$ cat src/rtl/fp_pkg.sv
// fp_pkg: shared widths, tag type and operand-bus slicing for the fp adder scheduler
package fp_pkg;
   localparam int FP_WIDTH = 27;
   localparam int ADD_LATENCY = 2;
   localparam int MAX_REQ = 8;
   localparam int TAG_ID_W = $clog2(MAX_REQ);
   typedef struct packed {
      logic valid;
      logic [TAG_ID_W-1:0] id;
   } tag_t;
   function automatic logic [FP_WIDTH-1:0] fp_slice(input logic [MAX_REQ*FP_WIDTH-1:0] bus, input logic [TAG_ID_W-1:0] idx);
      return bus[idx*FP_WIDTH +: FP_WIDTH];
   endfunction
endpackage

$ cat src/rtl/fp_adder_scheduler_rr_arbiter.sv
// rr_arbiter: round-robin one-hot grant over N eligible requesters, owns the rotating pointer
module rr_arbiter #(
   parameter int N = 4
) (
   input  logic                 clk_pll,
   input  logic                 rst_n,
   input  logic [N-1:0]         eligible,
   output logic [N-1:0]         grant,
   output logic                 grant_valid,
   output logic [$clog2(N)-1:0] grant_id,
   output logic [$clog2(N)-1:0] ptr
);
   localparam int W = $clog2(N);
   int idx;
   // scan from the far end so the last hit is the first eligible at or after ptr
   always_comb begin
      grant_valid = 1'b0;
      grant_id = '0;
      idx = 0;
      for (int k = N - 1; k >= 0; k--) begin
         idx = (int'(ptr) + k) % N;
         if (eligible[W'(idx)]) begin
            grant_valid = 1'b1;
            grant_id = W'(idx);
         end
      end
      grant = grant_valid ? N'(1) << grant_id : '0;
   end
   always_ff @(posedge clk_pll or negedge rst_n)
      if (!rst_n) ptr <= '0;
      else if (grant_valid) ptr <= (grant_id == W'(N - 1)) ? '0 : grant_id + 1'b1;
endmodule

$ cat src/rtl/fp_adder_scheduler.sv
// fp_adder_scheduler: shares one pipelined adder among NUM_REQ requesters with
// round-robin issue and tag-routed one-entry result buffers
module fp_adder_scheduler
   import fp_pkg::*;
#(
   parameter int NUM_REQ = 4
) (
   input  logic                        clk_pll,
   input  logic                        rst_n,
   input  logic [NUM_REQ-1:0]          req_valid,
   input  logic [NUM_REQ*FP_WIDTH-1:0] req_a,
   input  logic [NUM_REQ*FP_WIDTH-1:0] req_b,
   output logic [NUM_REQ-1:0]          req_ready,
   output logic [FP_WIDTH-1:0]         fpa_in_1,
   output logic [FP_WIDTH-1:0]         fpa_in_2,
   input  logic [FP_WIDTH-1:0]         fpa_out,
   output logic [NUM_REQ-1:0]          res_valid,
   output logic [NUM_REQ*FP_WIDTH-1:0] res_data,
   input  logic [NUM_REQ-1:0]          res_ready,
   output logic                        idle
);
   localparam int IW = $clog2(NUM_REQ);
   logic [NUM_REQ-1:0] busy, grant, rel;
   logic grant_valid, tags_busy;
   logic [IW-1:0] grant_id, ptr;
   logic [MAX_REQ*FP_WIDTH-1:0] a_ext, b_ext;
   tag_t tag_q [ADD_LATENCY+1];
   assign a_ext = (MAX_REQ*FP_WIDTH)'(req_a);
   assign b_ext = (MAX_REQ*FP_WIDTH)'(req_b);
   assign req_ready = grant;
   assign rel = res_valid & res_ready;
   assign idle = !(|busy) && !tags_busy;
   rr_arbiter #(.N(NUM_REQ)) u_arb (
      .clk_pll(clk_pll),
      .rst_n(rst_n),
      .eligible(req_valid & ~busy),
      .grant(grant),
      .grant_valid(grant_valid),
      .grant_id(grant_id),
      .ptr(ptr)
   );
   always_comb begin
      tags_busy = 1'b0;
      for (int k = 0; k <= ADD_LATENCY; k++) tags_busy = tags_busy | tag_q[k].valid;
   end
   // idle cycles feed zeros so the adder never sees stale operands
   always_ff @(posedge clk_pll or negedge rst_n)
      if (!rst_n) begin
         fpa_in_1 <= '0;
         fpa_in_2 <= '0;
         for (int k = 0; k <= ADD_LATENCY; k++) tag_q[k] <= '0;
      end else begin
         fpa_in_1 <= grant_valid ? fp_slice(a_ext, TAG_ID_W'(grant_id)) : '0;
         fpa_in_2 <= grant_valid ? fp_slice(b_ext, TAG_ID_W'(grant_id)) : '0;
         tag_q[0] <= '{valid: grant_valid, id: TAG_ID_W'(grant_id)};
         for (int k = 1; k <= ADD_LATENCY; k++) tag_q[k] <= tag_q[k-1];
      end
   for (genvar i = 0; i < NUM_REQ; i++) begin : g_req
      logic wr, busy_q, valid_q;
      logic [FP_WIDTH-1:0] data_q;
      assign wr = tag_q[ADD_LATENCY].valid && tag_q[ADD_LATENCY].id == TAG_ID_W'(i);
      assign busy[i] = busy_q;
      assign res_valid[i] = valid_q;
      assign res_data[i*FP_WIDTH +: FP_WIDTH] = data_q;
      always_ff @(posedge clk_pll or negedge rst_n)
         if (!rst_n) begin
            busy_q <= 1'b0;
            valid_q <= 1'b0;
            data_q <= '0;
         end else begin
            busy_q <= grant[i] | (busy_q & ~rel[i]);
            valid_q <= wr | (valid_q & ~rel[i]);
            if (wr) data_q <= fpa_out;
         end
   end
endmodule

$ cat config.mk
export PLATFORM = sky130hd
export DESIGN_NAME = fp_adder_scheduler
export DESIGN_NICKNAME = d
export VERILOG_FILES = /design/src/rtl/fp_pkg.sv /design/src/rtl/fp_adder_scheduler_rr_arbiter.sv /design/src/rtl/fp_adder_scheduler.sv
export SDC_FILE = /design/constraint.sdc
export NUM_CORES = 1
export LEC_CHECK = 0
export ABC_AREA = 1
export CORE_AREA = 5 5 160 162
export DETAILED_ROUTE_END_ITERATION = 12
export DIE_AREA = 0 0 165 167
export PLACE_DENSITY = 0.78
export SETUP_SLACK_MARGIN = 0.02
export SLEW_MARGIN = 20
export SYNTH_ARGS = -nofsm -noshare
export SYNTH_HDL_FRONTEND = slang
export SYNTH_HIERARCHICAL = 1
export SYNTH_SLANG_ARGS = --single-unit
$ cat constraint.sdc
create_clock -name clk_pll -period 4.15 [get_ports clk_pll]
set_clock_uncertainty 0.2 [all_clocks]
set_input_delay 1.245 -clock clk_pll [delete_from_list [all_inputs] [get_ports clk_pll]]
set_output_delay 1.245 -clock clk_pll [all_outputs]
set_load 0.05 [all_outputs]
# Word level (Yosys, flattened, before mapping)
# Index checks and enable logic that the tools add are counted.
# op_classes
addsub	4
n_mul	1
div	0
order_cmp	4
n_eq_ne	4
shifts	3
muxes	24
bitwise_logic	25
reduce_logical	9
# op_table
operator	count
indexed part select 216 x 8 -> 27 bit	2
2-to-1 mux 27 bit	2
< comparator 2 x 4 -> 1 bit (second input constant)	4
2-to-1 mux 1 bit	12
2-to-1 mux 2 bit	5
bitwise OR 1 bit	10
AND 1 bit	8
AND 4 bit	2
binary-select mux 1 bit (select 2 bit)	4
multiplier 2 x 5 -> 7 bit (second input constant)	1
== test 2 bit (second input constant)	3
logical AND 1 bit	5
adder 2 x 1 -> 2 bit (second input constant)	2
adder 2 bit (second input constant)	2
2-to-1 mux 4 bit	1
NOT 1 bit	4
NOT 4 bit	1
OR reduction 4 bit	1
<< shifter 1 x 2 -> 4 bit (first input constant)	1
logical NOT 3 bit	1
== test 2 x 1 -> 1 bit (second input constant)	1
logical NOT 1 bit	2
# totals
reg_bits	181
latch_bits	0
mem_bits_rw	0
romBits	0
in_bits	253
out_inout_bits	171
wordCells	95
n_memories	0

# Logic depth before layout (Yosys ltp)
# depth
depth_word	12
ltp_mapped	17
depth_no_buf	15

# By module
# The synthesis kept the hierarchy.
# by_module_without_submodules
mod	n_inst	cells_per_inst	area_each_um2	seq_area_each_um2
fp_adder_scheduler	1	1117	8466.9	4479.3
rr_arbiter	1	67	376.6	50.0

# Worst setup path after synthesis
# OpenSTA, ideal clock, no wires.
# synth_timing
path_kind	input -> output
startpoint	in req_valid[3]
endpoint	out req_ready[2]
t_arrival_ns	2.850
t_required_ns	2.705
path_slack_ns	-0.145
stages	13
path_buffers	0
cell_sequence	inv_1 nor2_1 inv_1 o21ai_1 nand2_1 nand3_1 nand3_1 nand2_1 nand2_1 inv_1 ha_1 inv_1 nor2_1
# synth_between
elab_chain_len	10
elab_cells_between_ends	23
cone_classes	shift (1); mux (21); bitwise (1)
# synth_lines
element	line	source
start, declared	fp_adder_scheduler.sv:10	input logic [NUM_REQ-1:0] req_valid,
AND 4 bit (*)	fp_adder_scheduler.sv:36	.eligible(req_valid & ~busy),
binary-select mux 1 bit (select 2 bit)	fp_adder_scheduler_rr_arbiter.sv:22	if (eligible[W'(idx)]) begin
2-to-1 mux 1 bit (not written as such) (2 in a row)	fp_adder_scheduler_rr_arbiter.sv:22	
2-to-1 mux 2 bit (3 in a row)	fp_adder_scheduler_rr_arbiter.sv:22	
2-to-1 mux 2 bit (*)	fp_adder_scheduler_rr_arbiter.sv:22	
named net grant_id[1]	fp_adder_scheduler.sv:25	logic [IW-1:0] grant_id, ptr;
<< shifter 1 x 2 -> 4 bit (*)	fp_adder_scheduler_rr_arbiter.sv:27	grant = grant_valid ? N'(1) << grant_id : '0;
2-to-1 mux 4 bit (*)	fp_adder_scheduler_rr_arbiter.sv:27	
end, declared	fp_adder_scheduler.sv:13	output logic [NUM_REQ-1:0] req_ready,
# The timed path passes the listed nets; every way through them passes the cells marked *. The select of a mux whose other input is x is not followed.

# Final worst setup path
# layout_timing
startpoint	in req_valid[1]
endpoint	out req_ready[0]
# Same word-level chain as after synthesis.

==> flow_summary.yaml <==
worst_setup_path:
  r2r_slack_ns: 0.87
  worstSetupPathType: "input pin to primary output"
  critPathMaxFanout: 4
  cpMaxStageDelayCell: "o21ai_2"
  r2r_end: "fpa_in_2[0]"
  cp.required_ns: 2.70
  cp-start-kind: "input pin"
  setup.worst_path.start: "req_valid[1]"
  r2r_start: "u_arb/ptr[0]"
  crit_chain: "buf_6 -> inv_2 -> nor2_2 -> inv_2 -> o21ai_2 -> nand2_2 -> nand3_4 -> nand2_2 -> nand2_2 -> nand2_4 -> inv_4 -> ha_4 -> inv_2 -> nor2_4 -> buf_12"
  ff2ff_path_depth: 13
  worst_path_largest_cell_delay_ns: 0.21
  cp-endpoint: "req_ready[0]"
  crit_arrival_ns: 2.78
  crit_path_end_kind: "primary output"
synth:
  synth_top_area_cell: "dfrtp_1"
  yosysWarnings: 6
  synth-seq-cells: 181
  seq_area_frac_synth_pct: 51.2
  ys_top_cells_by_area: "dfrtp_1, nand2_1, inv_1"
  avgSynthCellArea_um2: 7.47
  netlist.area_leader.share_pct: 51.2
  yosysUniqueCellTypes: 23
  syn_area_um2: 8840
  synthesis.nets: 1441
  synthesis.instances: 1184
clock_tree:
  numCtsBuffers: 17
  htree_levels: 4
  clk_latency_ns: 0.42
  cts_root_buf: "clkbuf_16"
  cts_max_path_buffers: 2
  cts_tree: "built"
  hold_buffers: 0
  clock-sinks: 181
  clk_transition_reported_paths_ns: 0.08
timing:
  tns_ns: -0.148
  timing.fmax_mhz: 237
  fin_crit_ns: 4.22
  slew_headroom_pct: 30.6
  hold_viol: 0
  drv_slew: 0
  period_share_pct: 102
  setup_viol: 3
  worst_slew_pin_slew_ns: 1.04
  setup_slack_ns: -0.0704
  rsz0062_at_grt: "true"
placed_design:
  dpl_cell_area_um2: 13400
  dp_hpwl_um: 23500
  gp_congestion: 0.926
  io_buffer_count: 423
layout:
  stdcell_area_um2: 14400
  drive_above_1_share_pct: 8.24
  final_nets: 1845
  n_fill_cell: 2101
  area_delta_synth_final_pct: 62.6
  final_cell_mix: "clkdlybuf4s50_1, nand2_1, inv_1"
  layout_commonest_cell: "clkdlybuf4s50_1"
die:
  die_x_um: 165
  die_y_um: 167
  coreArea_um2: 24000
  start_util_pct: 36.9
  ios: 424
  core.rowCount: 57
  dieArea_um2: 27600
routing:
  dr.first_iter.drc_count: 723
  antenna_left: 0
  wl_per_cell_um: 16.7
  wl_um: 32300
  drt_first_pass_iters: 5
  vias_per_cell: 4.66
  vias: 9001
  drc: 0
outcome:
  outcome: "finished with violations"
  violations: "setup timing"
grt:
  grt_max_degree: 94
  grt_pass1_vias: 8890
  grt_pass1_wl_um: 48700
  grtUsageTotal_pct: 22.5
  grt.overflow.total: 0
  antenna_found_initial: 6
worst_hold_path:
  hold_class: "register to register"
run:
  cap_violations: 0
[final cells by class]
class / instances / area [um2] / area share [%]
Sequential cell: 181 / 4530 / 31.5
Multi-Input combinational cell: 665 / 3230 / 22.5
Tap cell: 324 / 405 / 2.82
Timing Repair Buffer: 450 / 4530 / 31.5
Clock buffer: 18 / 439 / 3.05
Clock inverter: 14 / 183 / 1.27
Antenna cell: 6 / 15.0 / 0.104
Inverter: 273 / 1040 / 7.24
[per-layer routing]
metal  part of all wire [%]  up-vias  global-route usage [%]  routed length (um)
met4                    3.8        0                    8.14                1220
li1                       -     4365                       -                   -
met3                     11       70                    8.33                3420
met2                     49      404                    38.9               15900
met1                     36     4162                    25.3               11800
met5                      0        -                       0                   0
[logic make-up after synthesis]
kind of cell | after synthesis | share of synthesized area (%)
buf+inv | 338 | 15.3
xor+xnor | 1 | 0.0991
simple gates | 486 | 22.8
compound gates | 174 | 9.96
flops | 181 | 51.2
fa+ha+maj | 4 | 0.566
[critical path, delay by kind of cell]
kind | cells | cell delay [ns]
AO/OA/AOI/OAI | 1 | 0.21
adder cells (fa/ha/maj) | 1 | 0.14
buffers and inverters | 6 | 0.46
AND/OR/NAND/NOR | 7 | 0.70
[worst min-delay path by stage]
stage | from | end | slack, ns | cells after the start
global placement | tag_q[5] | tag_q[1] | 0.13 | 0
detailed placement | tag_q[8] | tag_q[4] | 0.14 | 0
floorplan | tag_q[4] | tag_q[0] | 0.13 | 0
global route | tag_q[4] | tag_q[0] | 0.16 | 0
finish | tag_q[8] | tag_q[4] | 0.15 | 0
CTS | tag_q[8] | tag_q[4] | 0.16 | 0
[metrics by stage]
stage / instances / hold slack, ns / util (%) / setup slack, ns
floorplan: 1184 / 0.131 / - / 0.0854
global placement: 1880 / 0.135 / 55.8 / -0.323
detailed placement: 1880 / 0.139 / 55.8 / -0.448
CTS: 1922 / 0.156 / 59.3 / 0.0603
global route: 1931 / 0.164 / 60.0 / -0.187
finish: 1931 / 0.153 / 60.0 / -0.0704
[Yosys cell counts]
library cell and count:
nand2_1 348, inv_1 268, dfrtp_1 181, nand3_1 115
o21ai_0 112, a21oi_1 55, buf_2 28, clkbuf_1 25
nor2_1 12, buf_4 6, inv_2 5, nand3_2 5
a21o_1 4, buf_6 4, ha_1 4, o21ai_1 3
buf_1 2, nand2_2 2, and3_1 1, nand2_4 1
nor2_2 1, nor3_1 1, xnor2_1 1
[timing repair]
item | CTS | global route
setup buffers | 10 | 3
pin swaps | 21 | 23
setup endpoints to repair | 4 | 4
resized for setup | 54 | 35
[state kept, by name, indices dropped and copies added, names as in the netlist]
register       count
g_req.data_q     108
u_arb/ptr          2
fpa_in_2          27
g_req.busy_q       4
g_req.valid_q      4
tag_q              9
fpa_in_1          27
Power is not shown: default switching activity piles up to over one toggle a cycle in this logic, so the estimate is an artifact.
